## config.mk

```make
export PLATFORM = sky130hd
export DESIGN_NAME = regfile_mp
export DESIGN_NICKNAME = d
export VERILOG_FILES = /design/src/rtl/cpu16_pkg.sv /design/src/rtl/regfile_scoreboard.sv /design/src/rtl/regfile_mp.sv
export SDC_FILE = /design/constraint.sdc
export NUM_CORES = 1
export LEC_CHECK = 0
export ABC_AREA = 0
export CAP_MARGIN = 20
export CORE_ASPECT_RATIO = 1.25
export CORE_MARGIN = 8
export CORE_UTILIZATION = 35
export CTS_CLUSTER_DIAMETER = 100
export DETAILED_ROUTE_END_ITERATION = 8
export PLACE_DENSITY = 0.52
export SYNTH_ARGS = -nofsm -noshare
export SYNTH_HDL_FRONTEND = slang
export SYNTH_SLANG_ARGS = --single-unit
```

## constraint.sdc

```tcl
create_clock -name clock -period 3.9 [get_ports clock]
set_input_delay 0.78 -clock clock [delete_from_list [all_inputs] [get_ports clock]]
set_output_delay 0.78 -clock clock [all_outputs]
set_load 0.05 [all_outputs]
```

## src/rtl/cpu16_pkg.sv

```systemverilog
// Shared defaults and types for the cpu16 register file slice.
package cpu16_pkg;
    localparam int unsigned DATA_W_DEFAULT = 16;
    localparam int unsigned ADDR_W_DEFAULT = 3;

    typedef logic [ADDR_W_DEFAULT-1:0] regAddr_t;
endpackage

```

## src/rtl/regfile_scoreboard.sv

```systemverilog
// Pending-result scoreboard: one bit per register, set on issue, cleared on write,
// with a registered population count.
module regfile_scoreboard
    import cpu16_pkg::*;
#(
    parameter int unsigned ADDR_W   = ADDR_W_DEFAULT,
    parameter bit          ZERO_REG = 1'b1,
    parameter bit          BYPASS   = 1'b1
) (
    input  logic              clock,
    input  logic              reset_n,
    input  logic              wrEn,
    input  logic [ADDR_W-1:0] wrAddr,
    input  logic              issueEn,
    input  logic [ADDR_W-1:0] issueAddr,
    input  logic [ADDR_W-1:0] rsAddr,
    input  logic [ADDR_W-1:0] rtAddr,
    output logic              rsBusy,
    output logic              rtBusy,
    output logic [ADDR_W:0]   pendingCount
);
    localparam int unsigned DEPTH = 1 << ADDR_W;
    localparam int unsigned CNT_W = ADDR_W + 1;

    logic [DEPTH-1:0] pending;
    logic [DEPTH-1:0] pendingNext;
    logic [CNT_W-1:0] countNext;

    // Clear is applied before set so a same-edge issue to the written register wins.
    always_comb begin
        pendingNext = pending;
        if (wrEn) begin
            pendingNext[wrAddr] = 1'b0;
        end
        if (issueEn) begin
            pendingNext[issueAddr] = 1'b1;
        end
        if (ZERO_REG) begin
            pendingNext[0] = 1'b0;
        end
        countNext = '0;
        for (int unsigned i = 0; i < DEPTH; i++) begin
            countNext = countNext + CNT_W'(pendingNext[i]);
        end
    end

    always_ff @(posedge clock) begin
        if (!reset_n) begin
            pending      <= '0;
            pendingCount <= '0;
        end else begin
            pending      <= pendingNext;
            pendingCount <= countNext;
        end
    end

    always_comb begin
        rsBusy = pending[rsAddr];
        rtBusy = pending[rtAddr];
        if (BYPASS && wrEn && (wrAddr == rsAddr)) begin
            rsBusy = 1'b0;
        end
        if (BYPASS && wrEn && (wrAddr == rtAddr)) begin
            rtBusy = 1'b0;
        end
    end
endmodule

```

## src/rtl/regfile_mp.sv

```systemverilog
// Two-read, one-write register file with optional zero register, write-to-read
// forwarding and a pending-result scoreboard.
module regfile_mp
    import cpu16_pkg::*;
#(
    parameter int unsigned DATA_W   = DATA_W_DEFAULT,
    parameter int unsigned ADDR_W   = ADDR_W_DEFAULT,
    parameter bit          ZERO_REG = 1'b1,
    parameter bit          BYPASS   = 1'b1
) (
    input  logic              clock,
    input  logic              reset_n,
    input  logic [ADDR_W-1:0] RS,
    input  logic [ADDR_W-1:0] RT,
    input  logic [ADDR_W-1:0] RD,
    input  logic [DATA_W-1:0] WriteData,
    input  logic              RegWrite,
    input  logic              IssueEn,
    input  logic [ADDR_W-1:0] IssueRd,
    output logic [DATA_W-1:0] ReadRS,
    output logic [DATA_W-1:0] ReadRT,
    output logic              RsBusy,
    output logic              RtBusy,
    output logic [ADDR_W:0]   PendingCount
);
    localparam int unsigned DEPTH = 1 << ADDR_W;

    logic [DATA_W-1:0] registers [DEPTH];
    logic              writeOk;

    assign writeOk = RegWrite && !(ZERO_REG && (RD == '0));

    always_ff @(posedge clock) begin
        if (!reset_n) begin
            for (int unsigned i = 0; i < DEPTH; i++) begin
                registers[i] <= '0;
            end
        end else if (writeOk) begin
            registers[RD] <= WriteData;
        end
    end

    always_comb begin
        ReadRS = registers[RS];
        ReadRT = registers[RT];
        if (BYPASS && writeOk && (RD == RS)) begin
            ReadRS = WriteData;
        end
        if (BYPASS && writeOk && (RD == RT)) begin
            ReadRT = WriteData;
        end
        if (ZERO_REG && (RS == '0)) begin
            ReadRS = '0;
        end
        if (ZERO_REG && (RT == '0)) begin
            ReadRT = '0;
        end
    end

    regfile_scoreboard #(
        .ADDR_W  (ADDR_W),
        .ZERO_REG(ZERO_REG),
        .BYPASS  (BYPASS)
    ) u_scoreboard (
        .clock       (clock),
        .reset_n     (reset_n),
        .wrEn        (RegWrite),
        .wrAddr      (RD),
        .issueEn     (IssueEn),
        .issueAddr   (IssueRd),
        .rsAddr      (RS),
        .rtAddr      (RT),
        .rsBusy      (RsBusy),
        .rtBusy      (RtBusy),
        .pendingCount(PendingCount)
    );
endmodule

```

==> results of run 1 <==
[per-layer routing]
| layer | part of all wire (%) | wire length (um) | up-vias | track usage [%] |
|---|---|---|---|---|
| li1 | - | - | 2538 | - |
| met1 | 39 | 10200 | 2946 | 23.2 |
| met2 | 52 | 13500 | 234 | 33.7 |
| met3 | 6.8 | 1770 | 47 | 4.14 |
| met4 | 2.5 | 650 | 0 | 7.23 |
| met5 | 0 | 0 | - | 0 |
[worst paths after layout]
check | end | slack, ns | cells past startpoint
setup / recovery | ReadRT[4] | 0.18 | 9
hold reg to reg | u_scoreboard.pending[6]$_SDFF_PN0_ | 0.67 | 3
setup reg to reg | u_scoreboard.pendingCount[2]$_SDFF_PN0_ | 0.97 | 12
hold / removal | u_scoreboard.pending[6]$_SDFF_PN0_ | 0.67 | 3
[power by group]
group	internal (mW)	switching (mW)	leakage (nW)
combinational	0.526	0.591	2.12
clock	1.01	0.641	0.275
sequential	1.73	0.0476	1.33
[worst min-delay path: stages (launching register included)]
cell and delay (ns):
dfxtp_1 0.32, o21ai_0 0.08, o21a_1 0.17, nor2_1 0.05
[cell usage in the layout, fill, tap and decap left out, drive strengths merged]
cell type	synthesis	final
and2	121	121
ha	4	4
clkbuf	18	18
or2	2	2
nor2	15	15
o31ai	1	1
and3	2	2
clkinv	0	4
edfxtp	128	128
inv	7	8
a221oi	32	32
clkdlybuf4s50	0	30
o211a	1	1
conb	1	16
a21oi	3	3
a21o	2	2
o21a	2	2
nand2	7	7
nor2b	32	32
nand3	3	3
dfxtp	11	11
mux2i	1	1
mux4	66	66
o21ai	21	21
fa	3	3
nor3b	1	1
a311oi	1	1
nand2b	7	7
mux2	1	1
nor3	66	66
clkinvlp	0	6
xor2	1	1
buf	27	116
xnor2	4	4
bufinv	0	3
[layout make-up]
type                       instances  area share [%]
clock buffer                      18            4.09
clock inverter                    14            1.64
multi-input combinational        415            36.0
sequential                       139            38.8
inverter                           7           0.251
tap                              288            3.44
timing repair buffer             146            15.8
[sequential cells by signal (all words and copies together), names as in the netlist]
register,cells
registers,128
u_scoreboard.pending,7
u_scoreboard.pendingCount,4
[synth_stat cells (2+ instances only)]
cell type  number  area share (%)
a21oi_2         2            0.22
a221oi_1       22             2.4
a221oi_2       10             1.9
and2_1        121             9.4
and3_1          2            0.16
buf_2          12            0.75
buf_4           6            0.56
buf_6           8             1.1
clkbuf_1       18            0.84
dfxtp_1        11             2.7
edfxtp_1      128              48
fa_1            3            0.75
ha_1            4            0.62
inv_1           7            0.33
mux4_2         66              18
nand2_1         7            0.33
nand2b_1        7            0.54
nand3_1         3            0.19
nor2_1         12            0.56
nor2_4          3            0.42
nor2b_1        32             2.5
nor3_1         65             4.0
o21a_1          2            0.19
o21ai_0        21             1.3
xnor2_1         4            0.43
[metrics by stage]
stage,TNS (ns),setup slack (ns)
2_1_floorplan,0,0.285
3_3_place_gp,-0.332,-0.188
3_5_place_dp,-0.377,-0.215
4_1_cts,0,0.200
5_1_grt,0,0.0353
6_report,0,0.184
[cell families (layout without fill, tap and decap cells)]
group	after synthesis	after routing	share of synthesized area, %
simple gates	256	256	18.5
flops	139	139	50.4
mux	68	68	18.7
compound gates	63	63	6.63
buf+inv	52	185	3.83
fa+ha+maj	7	7	1.37
xor+xnor	5	5	0.543
other cells	1	16	0.0465
==> results.sh, run 1 <==
export IMPL_period_share_pct=95.3
export IMPL_antenna_left=0
export IMPL_first_iter_violations=540
export IMPL_die_x_um=152
export IMPL_routed_via_density=5.61
export IMPL_multi_input_comb_area_mm2=0.00377
export IMPL_track_usage_pct=19.4
export IMPL_routed_wl_um=26100
export IMPL_die_height_um=186
export IMPL_synth_cell_type_count=40
export IMPL_slew_headroom_pct=31.5
export IMPL_area_delta_synth_final_pct=30.0
export IMPL_startpoint="RD[1]"
export IMPL_grt_pass1_wl_um=39500
export IMPL_cts_tree="yes"
export IMPL_syn_area_mm2=0.00806
export IMPL_path_delay_family="buffers and inverters"
export IMPL_ioPinCount=70
export IMPL_numPortBuffers=69
export IMPL_diodes=0
export IMPL_nNetsFinal=765
export IMPL_hold_viol=0
export IMPL_grt_setup_unrepaired="no"
export IMPL_ys_warn_count=0
export IMPL_vias=5765
export IMPL_start_util_pct=35.3
export IMPL_fmax_ghz=0.269
export IMPL_required_ns=3.12
export IMPL_htreeDepth=4
export IMPL_core_mm2=0.0228
export IMPL_postCtsSetupBuffers=0
export IMPL_rr_startpoint="u_scoreboard.pending[2]$_SDFF_PN0_"
export IMPL_synth_edf_count=128
export IMPL_start_kind="primary input"
export IMPL_finalPower_mw=4.54
export IMPL_crit_chain="clkdlybuf4s50_1 -> or2_1 -> buf_4 -> a21o_1 -> buf_12 -> a221oi_1 -> nor3_1 -> buf_4 -> buf_12"
export IMPL_numCtsBuffers=17
export IMPL_period_needed_ns=3.72
export IMPL_synth_ff_type="edfxtp_1"
export IMPL_grt_pass1_vias=6454
export IMPL_cts_resized=0
export IMPL_placed_cells=995
export IMPL_finalNonFillerCells=1027
export IMPL_dr_pass1_iters=5
export IMPL_power_leakage_nw=3.72
export IMPL_ys_seq_area_share_pct=50.4
export IMPL_syn_inst=591
export IMPL_root_buffer="clkbuf_16"
export IMPL_worst_pin_slew_ns=1.02
export IMPL_hold_buffers=0
export IMPL_crit_type="primary input to primary output"
export IMPL_drive_gt1_share_pct=32.3
export IMPL_die_area_mm2=0.0282
export IMPL_num_rows=62
export IMPL_cp_max_fo=16
export IMPL_skew_ns=0.000684
export IMPL_fin_area_mm2=0.0105
export IMPL_finalSetupViolCount=0
export IMPL_cts_buffer_depth=2
export IMPL_hold_path_class="flip-flop to flip-flop"
export IMPL_route_detailed_wl_per_inst_um=25.4
export IMPL_worstPathArrival_ns=2.94
export IMPL_clock_sinks=139
export IMPL_p_per_area_mw_per_mm2=433
export IMPL_syn_avg_cell_area_um2=13.6
export IMPL_nFillCells=2088
export IMPL_grt_overflow_total=0
export IMPL_cap_violations=0
export IMPL_async_reset_ff_share_pct=0
export IMPL_slowest_stage="clkdlybuf4s50_1"
export IMPL_route_detailed_drc=0
export IMPL_place_congestion=0.837
export IMPL_antenna_found_initial=0
export IMPL_cpPeakStageDelay_ns=0.46
export IMPL_ys_ff_latch=139
export IMPL_clk_latency_ns=0.42
export IMPL_crit_path_end_kind="primary output"
export IMPL_irDropWorstVdd_mv=0.278
export IMPL_path_clk_slew_ns=0.06
export IMPL_seq_area_mm2=0.00406
export IMPL_post_dp_cell_area_mm2=0.00988
export IMPL_fin_util_pct=46.0
export IMPL_dp_hpwl_um=17200
export IMPL_whs_ns=0.667
export IMPL_worstHoldStart="u_scoreboard.pending[6]$_SDFF_PN0_"
export IMPL_slew_violations=0
export IMPL_status="completed"
export IMPL_grt_max_degree=35
export IMPL_worstPathBufferInverterCount=5
(Power assumes the default switching activity.)
==> run 2, diff against run 1 <==
ABC_CLOCK_PERIOD_IN_PS = 3900   (was default)
SLEW_MARGIN = 20   (was default)
==> results of run 2 <==
Final layout, timing and power as in run 1 (identical DEF).
